===== src/rtl/div_seq_pkg.sv =====
// Shared constants for the sequential signed divider: widths, state codes and the divide-by-zero quotient.
package div_seq_pkg;
  localparam int unsigned DIV_W    = 32;
  localparam int unsigned DIV_ITER = 32;
  localparam int unsigned CNT_W    = 5;

  localparam logic [1:0] DIV_IDLE = 2'd0;
  localparam logic [1:0] DIV_CALC = 2'd1;
  localparam logic [1:0] DIV_FIX  = 2'd2;

  localparam logic [DIV_W-1:0] DIV_ZERO_Q = 32'hFFFF_FFFF;
  localparam logic [CNT_W-1:0] DIV_LAST   = CNT_W'(DIV_ITER - 1);
endpackage


===== src/rtl/div_seq_if.sv =====
// Request/response bundle between the control unit (master) and the divider (slave).
interface div_seq_if;
  import div_seq_pkg::*;

  logic             start;
  logic [DIV_W-1:0] dividend;
  logic [DIV_W-1:0] divisor;
  logic             busy;
  logic             done;
  logic [DIV_W-1:0] quotient;
  logic [DIV_W-1:0] remainder;
  logic             div_zero;

  modport master (
    output start, dividend, divisor,
    input  busy, done, quotient, remainder, div_zero
  );

  modport slave (
    input  start, dividend, divisor,
    output busy, done, quotient, remainder, div_zero
  );
endinterface


===== src/rtl/Add.sv =====
// 32-bit carry-lookahead adder: 4-bit groups with group generate/propagate feeding the group carries.
module Add
  import div_seq_pkg::*;
(
  input  logic [DIV_W-1:0] a,
  input  logic [DIV_W-1:0] b,
  input  logic             c_in,
  output logic [DIV_W-1:0] sum_c,
  output logic             c_out_c
);
  localparam int unsigned GRP  = 4;
  localparam int unsigned NGRP = DIV_W / GRP;

  logic [DIV_W-1:0] g;
  logic [DIV_W-1:0] p;
  logic [DIV_W:0]   c;
  logic [NGRP:0]    cg;
  logic             gg;
  logic             gp;

  // Group carries are resolved first; bit carries inside a group derive from the group carry-in.
  always_comb begin
    g     = a & b;
    p     = a ^ b;
    c     = '0;
    cg    = '0;
    gg    = 1'b0;
    gp    = 1'b1;
    cg[0] = c_in;
    for (int k = 0; k < NGRP; k++) begin
      gg = 1'b0;
      gp = 1'b1;
      for (int j = 0; j < GRP; j++) begin
        gg = g[k*GRP+j] | (p[k*GRP+j] & gg);
        gp = gp & p[k*GRP+j];
      end
      cg[k+1]  = gg | (gp & cg[k]);
      c[k*GRP] = cg[k];
      for (int j = 0; j < GRP - 1; j++) begin
        c[k*GRP+j+1] = g[k*GRP+j] | (p[k*GRP+j] & c[k*GRP+j]);
      end
    end
    c[DIV_W] = cg[NGRP];
  end

  assign sum_c   = p ^ c[DIV_W-1:0];
  assign c_out_c = c[DIV_W];
endmodule


===== src/rtl/div_neg.sv =====
// Two's-complement negation (invert plus one) through an Add instance.
module div_neg
  import div_seq_pkg::*;
(
  input  logic [DIV_W-1:0] x,
  output logic [DIV_W-1:0] neg_c
);
  logic unused_co;

  Add u_add (
    .a       (~x),
    .b       ('0),
    .c_in    (1'b1),
    .sum_c   (neg_c),
    .c_out_c (unused_co)
  );
endmodule


===== src/rtl/div_seq.sv =====
// Multi-cycle 32-bit signed restoring divider: one quotient bit per cycle, sign fix-up in a final cycle.
module div_seq
  import div_seq_pkg::*;
(
  input  logic      clk,
  input  logic      clr_n,
  div_seq_if.slave  bus
);
  logic [1:0]       state,     state_nx;
  logic [CNT_W-1:0] cnt,       cnt_nx;
  logic [DIV_W-1:0] q,         q_nx;
  logic [DIV_W:0]   r,         r_nx;
  logic [DIV_W-1:0] d,         d_nx;
  logic             sign_q,    sign_q_nx;
  logic             sign_r,    sign_r_nx;
  logic             busy,      busy_nx;
  logic             done,      done_nx;
  logic [DIV_W-1:0] quot,      quot_nx;
  logic [DIV_W-1:0] rem,       rem_nx;
  logic             div_zero,  div_zero_nx;

  logic [DIV_W:0]   t;
  logic [DIV_W-1:0] diff;
  logic             trial_co;
  logic             ok;
  logic [DIV_W-1:0] neg_a_in, neg_a;
  logic [DIV_W-1:0] neg_b_in, neg_b;
  logic             unused_r_msb;

  // Trial subtraction T[31:0] - D; a set T[32] means T already exceeds D.
  assign t = {r[DIV_W-1:0], q[DIV_W-1]};

  Add u_trial (
    .a       (t[DIV_W-1:0]),
    .b       (~d),
    .c_in    (1'b1),
    .sum_c   (diff),
    .c_out_c (trial_co)
  );

  assign ok = t[DIV_W] | trial_co;

  // R stays below D, so its top bit only ever holds zero after an iteration.
  assign unused_r_msb = r[DIV_W];

  // Negators take the raw operands in IDLE (magnitudes) and Q/R in FIX (sign restore).
  assign neg_a_in = (state == DIV_IDLE) ? bus.dividend : q;
  assign neg_b_in = (state == DIV_IDLE) ? bus.divisor  : r[DIV_W-1:0];

  div_neg u_neg_a (.x(neg_a_in), .neg_c(neg_a));
  div_neg u_neg_b (.x(neg_b_in), .neg_c(neg_b));

  always_comb begin
    state_nx    = state;
    cnt_nx      = cnt;
    q_nx        = q;
    r_nx        = r;
    d_nx        = d;
    sign_q_nx   = sign_q;
    sign_r_nx   = sign_r;
    busy_nx     = busy;
    done_nx     = 1'b0;
    quot_nx     = quot;
    rem_nx      = rem;
    div_zero_nx = div_zero;
    case (state)
      DIV_IDLE: begin
        if (bus.start) begin
          q_nx        = bus.dividend[DIV_W-1] ? neg_a : bus.dividend;
          d_nx        = bus.divisor[DIV_W-1]  ? neg_b : bus.divisor;
          r_nx        = '0;
          sign_q_nx   = bus.dividend[DIV_W-1] ^ bus.divisor[DIV_W-1];
          sign_r_nx   = bus.dividend[DIV_W-1];
          cnt_nx      = '0;
          busy_nx     = 1'b1;
          div_zero_nx = 1'b0;
          state_nx    = (bus.divisor == '0) ? DIV_FIX : DIV_CALC;
        end
      end
      DIV_CALC: begin
        r_nx   = ok ? {1'b0, diff} : t;
        q_nx   = {q[DIV_W-2:0], ok};
        cnt_nx = cnt + CNT_W'(1);
        if (cnt == DIV_LAST) begin
          state_nx = DIV_FIX;
        end
      end
      DIV_FIX: begin
        // A zero D can only come from a zero divisor; Q then still holds |dividend|.
        if (d == '0) begin
          quot_nx     = DIV_ZERO_Q;
          rem_nx      = sign_r ? neg_a : q;
          div_zero_nx = 1'b1;
        end else begin
          quot_nx     = sign_q ? neg_a : q;
          rem_nx      = sign_r ? neg_b : r[DIV_W-1:0];
          div_zero_nx = 1'b0;
        end
        done_nx  = 1'b1;
        busy_nx  = 1'b0;
        state_nx = DIV_IDLE;
      end
      default: begin
        busy_nx  = 1'b0;
        state_nx = DIV_IDLE;
      end
    endcase
  end

  always_ff @(posedge clk or negedge clr_n) begin
    if (!clr_n) begin
      state    <= DIV_IDLE;
      cnt      <= '0;
      q        <= '0;
      r        <= '0;
      d        <= '0;
      sign_q   <= 1'b0;
      sign_r   <= 1'b0;
      busy     <= 1'b0;
      done     <= 1'b0;
      quot     <= '0;
      rem      <= '0;
      div_zero <= 1'b0;
    end else begin
      state    <= state_nx;
      cnt      <= cnt_nx;
      q        <= q_nx;
      r        <= r_nx;
      d        <= d_nx;
      sign_q   <= sign_q_nx;
      sign_r   <= sign_r_nx;
      busy     <= busy_nx;
      done     <= done_nx;
      quot     <= quot_nx;
      rem      <= rem_nx;
      div_zero <= div_zero_nx;
    end
  end

  assign bus.busy      = busy;
  assign bus.done      = done;
  assign bus.quotient  = quot;
  assign bus.remainder = rem;
  assign bus.div_zero  = div_zero;
endmodule


===== src/flat_wrapper.sv =====
// flat-port wrapper written by rule: the top's interface ports become plain ports
module div_seq_flat import div_seq_pkg::*;
  (clk, clr_n, bus_start, bus_dividend, bus_divisor, bus_busy, bus_done, bus_quotient, bus_remainder, bus_div_zero);
  div_seq_if bus_i ();
  input  logic clk;
  input  logic clr_n;
  input wire logic [$bits(bus_i.start)-1:0] bus_start;
  input wire logic [$bits(bus_i.dividend)-1:0] bus_dividend;
  input wire logic [$bits(bus_i.divisor)-1:0] bus_divisor;
  output wire logic [$bits(bus_i.busy)-1:0] bus_busy;
  output wire logic [$bits(bus_i.done)-1:0] bus_done;
  output wire logic [$bits(bus_i.quotient)-1:0] bus_quotient;
  output wire logic [$bits(bus_i.remainder)-1:0] bus_remainder;
  output wire logic [$bits(bus_i.div_zero)-1:0] bus_div_zero;
  assign bus_i.start = bus_start;
  assign bus_i.dividend = bus_dividend;
  assign bus_i.divisor = bus_divisor;
  assign bus_busy = bus_i.busy;
  assign bus_done = bus_i.done;
  assign bus_quotient = bus_i.quotient;
  assign bus_remainder = bus_i.remainder;
  assign bus_div_zero = bus_i.div_zero;
  div_seq u_core (.clk(clk), .clr_n(clr_n), .bus(bus_i));
endmodule

===== config.mk =====
export PLATFORM = sky130hd
export DESIGN_NAME = div_seq_flat
export DESIGN_NICKNAME = d
export VERILOG_FILES = /design/src/rtl/div_seq_pkg.sv /design/src/rtl/div_seq_if.sv /design/src/rtl/Add.sv /design/src/rtl/div_neg.sv /design/src/rtl/div_seq.sv /design/src/flat_wrapper.sv
export SDC_FILE = /design/constraint.sdc
export NUM_CORES = 1
export LEC_CHECK = 0
export ABC_AREA = 1
export CAP_MARGIN = 20
export CORE_MARGIN = 5
export CORE_UTILIZATION = 55
export DETAILED_ROUTE_END_ITERATION = 7
export PLACE_DENSITY = 0.78
export SYNTH_ARGS = -nofsm -noshare
export SYNTH_HDL_FRONTEND = slang
export SYNTH_SLANG_ARGS = --single-unit
export TNS_END_PERCENT = 1

===== constraint.sdc =====
create_clock -name clk -period 8.7 [get_ports clk]
set_input_delay 1.74 -clock clk [delete_from_list [all_inputs] [get_ports clk]]
set_output_delay 1.74 -clock clk [all_outputs]
set_load 0.05 [all_outputs]

# After elaboration in Yosys (flattened, before gate mapping)
# Cells that the tools add are included.
dict set report op_classes {
  addsub 1
  mux 26
  n_eq_ne 5
  reduce_logical 10
  bitwise 241
}
# op n
set op_table {}
lappend op_table {{two-way mux 32 bit} 12}
lappend op_table {{AND 1 bit} 174}
lappend op_table {{case mux 32 bit (2 select lines)} 2}
lappend op_table {{bitwise XOR 32 bit} 4}
lappend op_table {{NOT 32 bit} 3}
lappend op_table {{logical NOT 32 bit} 2}
lappend op_table {{bitwise OR 1 bit} 57}
lappend op_table {{AND 32 bit} 1}
lappend op_table {{case mux 5 bit (2 select lines)} 1}
lappend op_table {{AND reduction 2 bit} 5}
lappend op_table {{two-way mux 2 bit} 3}
lappend op_table {{adder 5 x 1 -> 5 bit (second input constant)} 1}
lappend op_table {{equality test 5 bit (second input constant)} 1}
lappend op_table {{two-way mux 5 bit} 1}
lappend op_table {{two-way mux 1 bit} 4}
lappend op_table {{case mux 1 bit (2 select lines)} 2}
lappend op_table {{case mux 2 bit (2 select lines)} 1}
lappend op_table {{nonzero test 2 bit} 2}
lappend op_table {{equality test 2 x 1 -> 1 bit (second input constant)} 1}
lappend op_table {{equality test 2 bit (second input constant)} 1}
lappend op_table {{logical NOT 2 bit} 1}
lappend op_table {{!= test 2 x 1 -> 1 bit (second input constant)} 1}
lappend op_table {{!= test 2 bit (second input constant)} 1}
lappend op_table {{NOT 1 bit} 1}
lappend op_table {{bitwise XOR 1 bit} 1}
dict set report totals {
  regBits 172
  inputBits 67
}

# Depth between registers and ports, before layout
# Gate-level depths: netlist (run 1).
dict set report logic_depth {
  ltp_word 30
  depth_mapped 28
}

# Modules after synthesis
# From an unflattened synthesis (run 1), not the netlist that was laid out.
dict set report unflattened {
  cells_unflattened 1917
  area_unflattened_um2 14431.3
}
# module cells_per_inst seq_area_each_um2 n_inst area_each_um2
set modules_own_cells {}
lappend modules_own_cells {div_seq 1432 4304.1 1 10164.7}
lappend modules_own_cells {{Add at u_core.u_neg_b.u_add} 140 0.0 1 1345.0}
lappend modules_own_cells {{Add at u_core.u_neg_a.u_add} 140 0.0 1 1333.8}
lappend modules_own_cells {{Add at u_core.u_trial} 137 0.0 1 1332.5}
lappend modules_own_cells {div_neg 34 0.0 2 127.6}

# Least setup slack after synthesis (run 1)
# OpenSTA, ideal clock, no wires.
dict set report synth_timing {
  path_type {input to register}
  start {input port bus_dividend[0]}
  end {register u_core.q[30]}
  t_required_ns 8.564
  path_buffers 0
  arrival_time_ns 4.002
  setup_slack_ns 4.562
  stages 16
  cell_sequence {mux2i_1 -> ha_1 -> ha_1 -> ha_1 -> nand3_1 -> nor4_2 -> nor3b_2 -> nand2_1 -> nor3_2 -> ha_1 -> ha_1 -> ha_1 -> nand2_1 -> o21ai_0 -> mux2i_1 -> o21ai_0}
}
dict set report synth_between {
  elab_chain_len 17
}
# item line_no
set synth_rtl {}
lappend synth_rtl {{from (decl)} flat_wrapper.sv:8} ;# input wire logic [$bits(bus_i.dividend)-1:0] bus_dividend;
lappend synth_rtl {{two-way mux 32 bit} div_seq.sv:47} ;# assign neg_a_in = (state == DIV_IDLE) ? bus.dividend : q;
lappend synth_rtl {{NOT 32 bit} div_neg.sv:11} ;# .a (~x),
lappend synth_rtl {{AND 1 bit (3 in series)} Add.sv:35} ;# gp = gp & p[k*GRP+j];
lappend synth_rtl {{AND 1 bit (6 in series)} Add.sv:37} ;# cg[k+1] = gg | (gp & cg[k]);
lappend synth_rtl {{AND 1 bit (2 in series)} Add.sv:40} ;# c[k*GRP+j+1] = g[k*GRP+j] | (p[k*GRP+j] & c[k*GRP+j]);
lappend synth_rtl {{bitwise XOR 32 bit} Add.sv:46} ;# assign sum_c = p ^ c[DIV_W-1:0];
lappend synth_rtl {{two-way mux 32 bit} div_seq.sv:69} ;# q_nx = bus.dividend[DIV_W-1] ? neg_a : bus.dividend;
lappend synth_rtl {{two-way mux 32 bit} div_seq.sv:68} ;# if (bus.start) begin
lappend synth_rtl {{case mux 32 bit (2 select lines)} div_seq.sv:66} ;# case (state)
lappend synth_rtl {{to (signal assigned)} div_seq.sv:127} ;# q <= q_nx;
lappend synth_rtl {{to (decl)} div_seq.sv:11} ;# logic [DIV_W-1:0] q, q_nx;
# No other way between the ends. The select of a mux whose other input is x is not followed.
# A chain may end at the register's enable or synchronous reset.

# Worst setup path in the final report (run 1)
dict set report layout_timing {
  start {register u_core.state[0]}
  end {register u_core.q[26]}
}
dict set report layout_between {
  elab_chain_len 17
  word_cells_on_any_way 36
}
# item line_no
set layout_rtl {}
lappend layout_rtl {{from (decl)} div_seq.sv:9} ;# logic [1:0] state, state_nx;
lappend layout_rtl {{from (signal assigned)} div_seq.sv:125} ;# state <= state_nx;
lappend layout_rtl {{logical NOT 2 bit} {div_seq.sv:47, div_seq.sv:66}}
lappend layout_rtl {{two-way mux 32 bit} div_seq.sv:47}
lappend layout_rtl {{NOT 32 bit} div_neg.sv:11}
lappend layout_rtl {{AND 1 bit (3 in series)} Add.sv:35}
lappend layout_rtl {{AND 1 bit (5 in series)} Add.sv:37}
lappend layout_rtl {{AND 1 bit (2 in series)} Add.sv:40}
lappend layout_rtl {{bitwise XOR 32 bit} Add.sv:46}
lappend layout_rtl {{two-way mux 32 bit} div_seq.sv:69}
lappend layout_rtl {{two-way mux 32 bit} div_seq.sv:68}
lappend layout_rtl {{case mux 32 bit (2 select lines)} div_seq.sv:66}
# Parallel ways exist; a longest one is shown, timed or not. The select of a mux whose other input is x is not followed.

==> impl_metrics.ini, run 1 <==
[die]
start_util_pct = 55.6
chipWidth_um = 161
ios = 134
core_sq_um = 22500
die_h_um = 161
dieArea_sq_um = 25900
num_rows = 55

[global_route]
antenna_found_initial = 1
grt_remaining_overflow = 0
grt_util_all_layers_pct = 28.1
first_global_vias = 11100
grt_pass1_wl_um = 59200
grt_max_degree = 99

[clocking]
path_clk_slew_ps = 70
insertion_delay_ps = 440
clock-root-buffer = clkbuf_16
cts_resized = 0
ctsHoldBuffers = 0
clockBufferDepth = 2
numCtsBuffers = 17
cts_tree = done
clock-sinks = 172
cts_setup_buffers = 0
htree_levels = 4

[critical_path]
path_class = reg -> reg
slowest_delay_ps = 720
reg2reg_depth = 18
cp_top_family = simple AND/OR/NAND/NOR gates
worst-path-buf-inv = 1
worstPathMaxFanout = 71
crit_path_frequent_cell = ha_1
critPathLaunchType = flip-flop
crit_chain = nor2_4, buf_4, mux2i_1, ha_1, ha_1, ha_1, nand3_1, nor4_2, nor3b_2, nand2_1, nor2_1, ha_1, ha_1, ha_1, nand2_1, o21ai_0, mux2i_1, o21ai_0
critPathArrivalTime_ps = 5320
cp_slowest_cell = nor2_4
endpoint_kind = flip-flop
cp.required_ps = 9010
worstSetupPathDepth = 18

[final_layout]
diodes = 0
fin_nets = 1856
design_area_sq_um = 14500
areaGrowthSynthToFinish_pct = 15.8
drive_gt1_share_pct = 8.25

[detailed_routing]
met3_length_um = 3380
drt_first_pass_iters = 5
highest_layer = met5
wl_per_cell_um = 18.1
met2_length_um = 16300
wirelength_um = 36000
ant_nets = 0
vias = 11700
drtIter0Drc = 1169
m1WireLength_um = 15600
vias_per_cell = 5.89
drcViolationCount = 0

[synthesis]
synth_nets = 1787
synth_top_area_share_pct = 34.4
syn_area_sq_um = 12500
synth.largest_area_cell = dfrtp_1
synthTopCellsByArea = dfrtp_1, nand2_1, ha_1, o21ai_0, inv_1
yosysSeqAreaShare_pct = 34.4
yosysWarningCount = 0
synth_cell_types = 54
ys_ff_latch = 172
netlist_instances = 1614
syn_area_per_cell_sq_um = 7.75

[sta]
finalSetupViolCount = 0
fin_crit_sh_pct = 57.6
clock.fmax_ghz = 0.200
finalSetupTns_ps = 0
slew_headroom_pct = 22.3
hold_viol = 0
tightestPinTransition_ps = 1170
maxSlewViolCount = 0
rsz0062_at_grt = no
setup_slack_ps = 3690
fin_skew_ps = 10.0
final.min_clock_period_ps = 5010

[min_path]
min_path_cells = 2
hp-class = reg -> reg

[placement]
pre_cts_slack_ps = 3540
place_area_sq_um = 13900
io_buffers = 133
place_congestion = 0.894
hpwl_um = 25100

[run_status]
run_status = finished clean

[flow_run]
cap_violations = 0
[metrics by stage]
step                      util, %  std cells  hold WS (ps)
after floorplan                 -       1614           469
after global placement       61.7       1947           468
after detailed placement     61.7       1947           465
after CTS                    64.2       1979           483
after global routing         64.4       1981           507
final                        64.4       1981           480
[state kept, by name, summed over array words and instances, names as in the netlist]
register              count
u_core.cnt                5
u_core.sign_r             1
u_core.bus.busy           1
u_core.d                 32
u_core.bus.remainder     32
u_core.r                 32
u_core.sign_q             1
u_core.q                 32
u_core.bus.div_zero       1
u_core.state              2
u_core.bus.quotient      32
u_core.bus.done           1
[final timing paths]
check | to | startpoint | slack, ps
setup / recovery | u_core.q[26] | u_core.state[0] | 3690
min in group asynchronous | u_core.bus.quotient[8] | clr_n | 1400
hold reg to reg | u_core.bus.remainder[18] | u_core.bus.remainder[18] | 480
hold / removal | u_core.bus.remainder[18] | u_core.bus.remainder[18] | 480
setup reg to reg | u_core.q[26] | u_core.state[0] | 3690
max in group asynchronous | u_core.d[0] | clr_n | 6050
[placed cells by master (no fill, tap or decap), types with 12 or more instances in the layout]
cell             instances
nor2_1                  67
buf_4                   13
nand2_4                 30
fa_1                    23
o21ai_0                186
nand3_2                 30
a211oi_1                15
a31oi_1                 18
dfrtp_1                171
clkdlybuf4s50_1        131
nand2_1                403
a21oi_1                 48
nand3_1                 67
nor4_1                  15
ha_1                    83
clkbuf_16               17
inv_1                  165
o21ai_1                 48
xnor2_1                 12
o211ai_1                34
[worst min-delay path: cells and delay by family, from the launching register on]
kind / cells / cell delay (ps)
simple gates: 2 / 110
flops: 1 / 340
[cells in the mapped netlist, drive strengths merged]
cell	instances
nand2	441
o21ai	235
dfrtp	172
inv	169
nand3	97
ha	83
nor2	74
clkbuf	69
a21oi	48
o211ai	34
buf	29
fa	23
a31oi	19
nor4	17
a211oi	15
xnor2	12
mux2i	11
xor2	11
nand4	9
o21a	9
o2111ai	5
a22oi	4
nor3	4
o22ai	4
or2	4
o221ai	3
a22o	2
nor3b	2
o21bai	2
a211o	1
a21o	1
a221o	1
and3	1
clkinv	1
o221a	1
o311ai	1
[cell families after synthesis]
kind of cell	count (synthesis)	share of synthesized area, %
simple gates	649	24.8
compound gates	385	17.5
buf+inv	268	8.77
flops	172	34.4
fa+ha+maj	106	12.0
xor+xnor	23	1.61
mux	11	0.880
[cell type report]
class | instances | area (sq um)
Fill cell | 1919 | 8010
Multi-Input combinational cell | 1174 | 7150
Sequential cell | 172 | 4310
Timing Repair Buffer | 148 | 1470
Inverter | 170 | 638
Clock buffer | 18 | 439
Tap cell | 285 | 357
Clock inverter | 14 | 131
[routing by layer]
layer,global-route usage [%],vias up
met4,6.59,2
met5,0,-
met3,5.82,55
met2,44.3,587
li1,-,5501
met1,40.1,5514
Power of run 1 is not shown: default switching activity piles up to over one toggle a cycle in this logic, so the estimate is an artifact.
==> run 2, diff against run 1 <==
- CORE_UTILIZATION: 55 -> 53
- clock period: 8.7 -> 4.2 ns (I/O delays scaled with it)
==> run 2 against run 1 <==
  * First-iteration DRC count is 18% higher
  * Final cell count grew 2.6%
  * Sequential share of layout area decreased by 0.31 points
  * Die area rose by 3.5%
  * Sequential cell count unchanged
  * Global-route usage shrank 0.34 points
  * Worst setup slack lost 3500 ps
  * Count of clock-buffer cells in the layout unchanged
  * Cell area grew 1.0%
  * Critical path type unchanged
  * Largest cell class unchanged
==> impl_metrics.ini, run 2 (synthesis results as in run 1) <==
[run_status]
run_status = finished clean

[detailed_routing]
vias_per_cell = 5.84
vias = 11900
wirelength_um = 37000
drtIter0Drc = 1383
drt_first_pass_iters = 6
wl_per_cell_um = 18.2
ant_nets = 0
drcViolationCount = 0

[critical_path]
path_class = reg -> reg
worstReg2RegStart = u_core.state[0]
critPathArrivalTime_ps = 4270
crit_chain = nor2_4, inv_2, o21ai_1, ha_1, ha_1, ha_1, nand3_1, nor4_4, nor3b_2, nand2_1, nor3_2, ha_1, ha_1, ha_1, xor2_1, a21oi_1, o21ai_1, a31oi_1
r2r-end = u_core.bus.remainder[31]
reg2reg_depth = 18
reg2reg_slack_ps = 220
cp_slowest_cell = dfrtp_1
critPathLaunchType = flip-flop
crit_path_frequent_cell = ha_1
cp.required_ps = 4490
endpoint_kind = flip-flop
slowest_delay_ps = 480
worstPathMaxFanout = 14

[global_route]
grt.busiest_layer = met2
grt_pass1_wl_um = 59100
antenna_found_initial = 0
grt_max_degree = 74
met2_usage_pct = 43.2
grt_remaining_overflow = 0
grt_use_met1_pct = 39.0
first_global_vias = 11200
grt_util_all_layers_pct = 27.8
grt_util_met3_pct = 4.47

[die]
num_rows = 56
ios = 134
dieArea_sq_um = 26800
die_h_um = 164
start_util_pct = 53.6
core_sq_um = 23300
chipWidth_um = 164

[placement]
hpwl_um = 26500
io_buffers = 133
place_area_sq_um = 14000
place_congestion = 0.913

[sta]
finalSetupViolCount = 0
hold_viol = 0
final.min_clock_period_ps = 3980
finalSetupTns_ps = 0
maxSlewViolCount = 0
fin_skew_ps = 11.2
fin_crit_sh_pct = 94.7
tightestPinTransition_ps = 831
slew_headroom_pct = 44.5
clock.fmax_ghz = 0.252

[final_layout]
final_cell_mix = nand2_1, o21ai_0, dfrtp_1, inv_1, clkdlybuf4s50_1
fin_nets = 1873
mostFrequentLayoutCell = nand2_1
diodes = 0
areaGrowthSynthToFinish_pct = 17.1
drive_gt1_share_pct = 9.17
design_area_sq_um = 14600
fillCellCount = 2008
post-route-util_pct = 62.8

[clocking]
htree_levels = 4
cts_tree = done
clock-root-buffer = clkbuf_16
clockBufferDepth = 2
ctsHoldBuffers = 0
insertion_delay_ps = 440
path_clk_slew_ps = 70
numCtsBuffers = 17
clock-sinks = 172

[min_path]
hp-class = in -> async

[flow_run]
cap_violations = 0
-- run 2: changes by cell type in the layout (fill, tap and decap cells not counted), moves of 2 or more --
cell,before,now
clkinvlp_4,1,3
buf_4,13,30
clkinv_2,3,1
inv_8,0,2
-- run 2: worst max-delay path by stage --
stage | from | endpoint | slack (ps) | cells after the start
2_1_floorplan | u_core.state[0] | u_core.bus.remainder[31] | 320 | 23
3_3_place_gp | bus_divisor[0] | u_core.bus.remainder[27] | 120 | 17
3_5_place_dp | bus_divisor[0] | u_core.bus.remainder[31] | -80 | 17
4_1_cts | u_core.state[0] | u_core.bus.remainder[31] | 130 | 18
5_1_grt | u_core.r[0] | u_core.r[27] | -7 | 25
6_report | u_core.state[0] | u_core.bus.remainder[31] | 220 | 18
-- run 2: through the flow --
step / hold WS [ps] / instances / setup slack (ps)
after global routing: 458 / 2032 / -6.53
after detailed placement: 472 / 1998 / -83.9
final: 412 / 2032 / 225
after floorplan: 469 / 1614 / 318
after CTS: 447 / 2030 / 133
after global placement: 467 / 1998 / 118
-- run 2: layout make-up --
type	instances	area (sq um)	share of cell area (%)
sequential	172	4310	29.4
tap	319	399	2.73
inverter	170	638	4.36
clock inverter	14	128	0.871
clock buffer	18	429	2.93
multi-input combinational	1174	7160	48.9
timing repair buffer	165	1590	10.8
-- run 2: critical path: cells and delay by family (launching register included) --
family / cells / cell delay [ps]
DFF: 1 / 480
and+or+nand+nor: 6 / 1490
xor gates and xnor gates: 1 / 140
adders and majority gates: 6 / 1050
AOI/OAI and AO/OA: 4 / 550
buffers and inverters: 1 / 110
-- run 2: layer usage --
layer	vias up	part of all wire (%)	wire [um]
li1	5543	-	-
met3	94	9.0	3330
met4	0	3.4	1250
met5	-	0	0
met1	5621	42	15500
met2	619	46	16900
-- run 2: timing repair --
| item | 4_1_cts | 5_1_grt |
|---|---|---|
| buffers inserted | 0 | 1 |
| resized for setup | 0 | 3 |
| setup endpoints to repair | 0 | 5 |
Power of run 2 is left out for the same reason.
==> run 3, diff against run 2 <==
- CORE_MARGIN: 5 -> default
==> run 3 against run 2 <==
  * Register-to-register slack better by 20 ps
  * Via count hardly changed
  * Cell area is 0.54% higher
  * Critical path depth is 8 higher
  * Count of clock-buffer cells in the layout is 1 higher
  * Wire length is 0.62% higher
  * Core utilization is 1.5 points higher
  * Highest routed layer is now met5
==> impl_metrics.ini, run 3 (synthesis results as in run 1) <==
[critical_path]
cp_top_family = adder cells
critPathLaunchType = flip-flop
worst-path-buf-inv = 2
slowest_delay_ps = 470
reg2reg_depth = 26
cp_slowest_cell = fa_1
path_class = reg -> reg
worstReg2RegStart = u_core.d[1]
crit_path_frequent_cell = nand2_1
reg2reg_slack_ps = 240
endpoint_kind = flip-flop
r2r-end = u_core.r[27]
critPathArrivalTime_ps = 4290
cp.required_ps = 4530
worstPathMaxFanout = 3

[clocking]
clock-sinks = 172
insertion_delay_ps = 450
htree_levels = 4
path_clk_slew_ps = 70
cts_resized = 0
clock-root-buffer = clkbuf_16
numCtsBuffers = 17
cts_tree = done
clockBufferDepth = 2

[detailed_routing]
drt_first_pass_iters = 8
vias_per_cell = 5.86
drcViolationCount = 0
wirelength_um = 37300
wl_per_cell_um = 18.4
vias = 11900
ant_nets = 0
drtIter0Drc = 1167

[final_layout]
stdcell_count = 2027
fillCellCount = 1939
mostFrequentLayoutCell = nand2_1
drive_gt1_share_pct = 9.16
areaGrowthSynthToFinish_pct = 17.7
fin_nets = 1874
final_cell_mix = nand2_1, o21ai_0, dfrtp_1, inv_1, clkdlybuf4s50_1
diodes = 0
regArea_sq_um = 4310
multiInputGateArea_sq_um = 7150

[placement]
dp.cells = 1991
io_buffers = 133
place_congestion = 0.915
hpwl_um = 25900

[die]
dieArea_sq_um = 24200
ios = 134
start_util_pct = 54.6
die_h_um = 156
chipWidth_um = 156
num_rows = 55
core_sq_um = 22900

[min_path]
hp-class = in -> async

[flow_run]
cap_violations = 0

[sta]
hold_viol = 0
maxSlewViolCount = 0
final.min_clock_period_ps = 3960
finalSetupTns_ps = 0
fin_crit_sh_pct = 94.2
clock.fmax_ghz = 0.253
fin_skew_ps = 13.0
rsz0062_at_grt = no
finalSetupViolCount = 0
slew_headroom_pct = 35.7
tightestPinTransition_ps = 964

[global_route]
grt_remaining_overflow = 0
antenna_found_initial = 1
grt_use_met1_pct = 44.6
grt.busiest_layer = met2
grt_pass1_wl_um = 59500
grt_max_degree = 80
grt_util_met3_pct = 5.56
first_global_vias = 11100
grt_util_all_layers_pct = 31.5
met2_usage_pct = 49.3

[run_status]
run_status = finished clean
==> run 3: area by class of cell <==
type	count	share of cell area, %
sequential	172	29.2
multi-input combinational	1174	48.6
clock buffer	19	3.01
timing repair buffer	166	11.1
clock inverter	13	1.05
inverter	170	4.33
tap	313	2.66
==> run 3: worst max path at each step <==
stage | start | endpoint | slack (ps) | cells after the start
6_report | u_core.d[1] | u_core.r[27] | 240 | 26
5_1_grt | u_core.d[1] | u_core.r[27] | 40 | 26
4_1_cts | u_core.d[1] | u_core.r[27] | 270 | 26
3_5_place_dp | bus_divisor[0] | u_core.bus.remainder[31] | 50 | 17
3_3_place_gp | bus_divisor[0] | u_core.bus.remainder[27] | 120 | 17
2_1_floorplan | u_core.state[0] | u_core.bus.remainder[31] | 320 | 23
==> run 3: worst register-to-register path, cell delays in order, from the launching register on <==
cell,delay [ps]
dfrtp_1,430
inv_1,80
ha_1,300
nand2_1,50
nand2_1,50
nand2_1,40
nand2_1,50
nand2_1,50
nand3_2,90
nand2_1,60
nand2_1,100
nand2_1,60
nand2_1,80
nand2_1,50
nand2_1,100
nand2_1,60
nand2_1,100
nand2_1,70
nand2_1,120
inv_1,80
fa_1,460
fa_1,470
fa_1,440
xor2_1,230
nand2_4,70
nand3_2,80
nand2_1,50
==> run 3: repair_timing <==
action / in CTS / in global routing
setup buffers: 0 / 2
hold endpoints to repair: 0 / 0
hold buffers: 0 / 0
endpoints found under the setup margin: 0 / 2
==> run 3: stage by stage <==
step	utilization, %	cell area (sq um)	hold slack [ps]	setup WS [ps]
after floorplan	-	12500	469	318
after global placement	61.3	14100	467	116
after detailed placement	61.3	14100	468	46.4
after CTS	63.9	14700	455	268
after global routing	64.2	14700	459	42.7
final	64.2	14700	406	244
==> run 3: routing by layer <==
metal	vias up	part of all wire (%)
met2	697	45
met3	68	9.6
met4	2	2.2
li1	5549	-
met1	5562	43
met5	-	0.035
Power of run 3 is left out for the same reason.
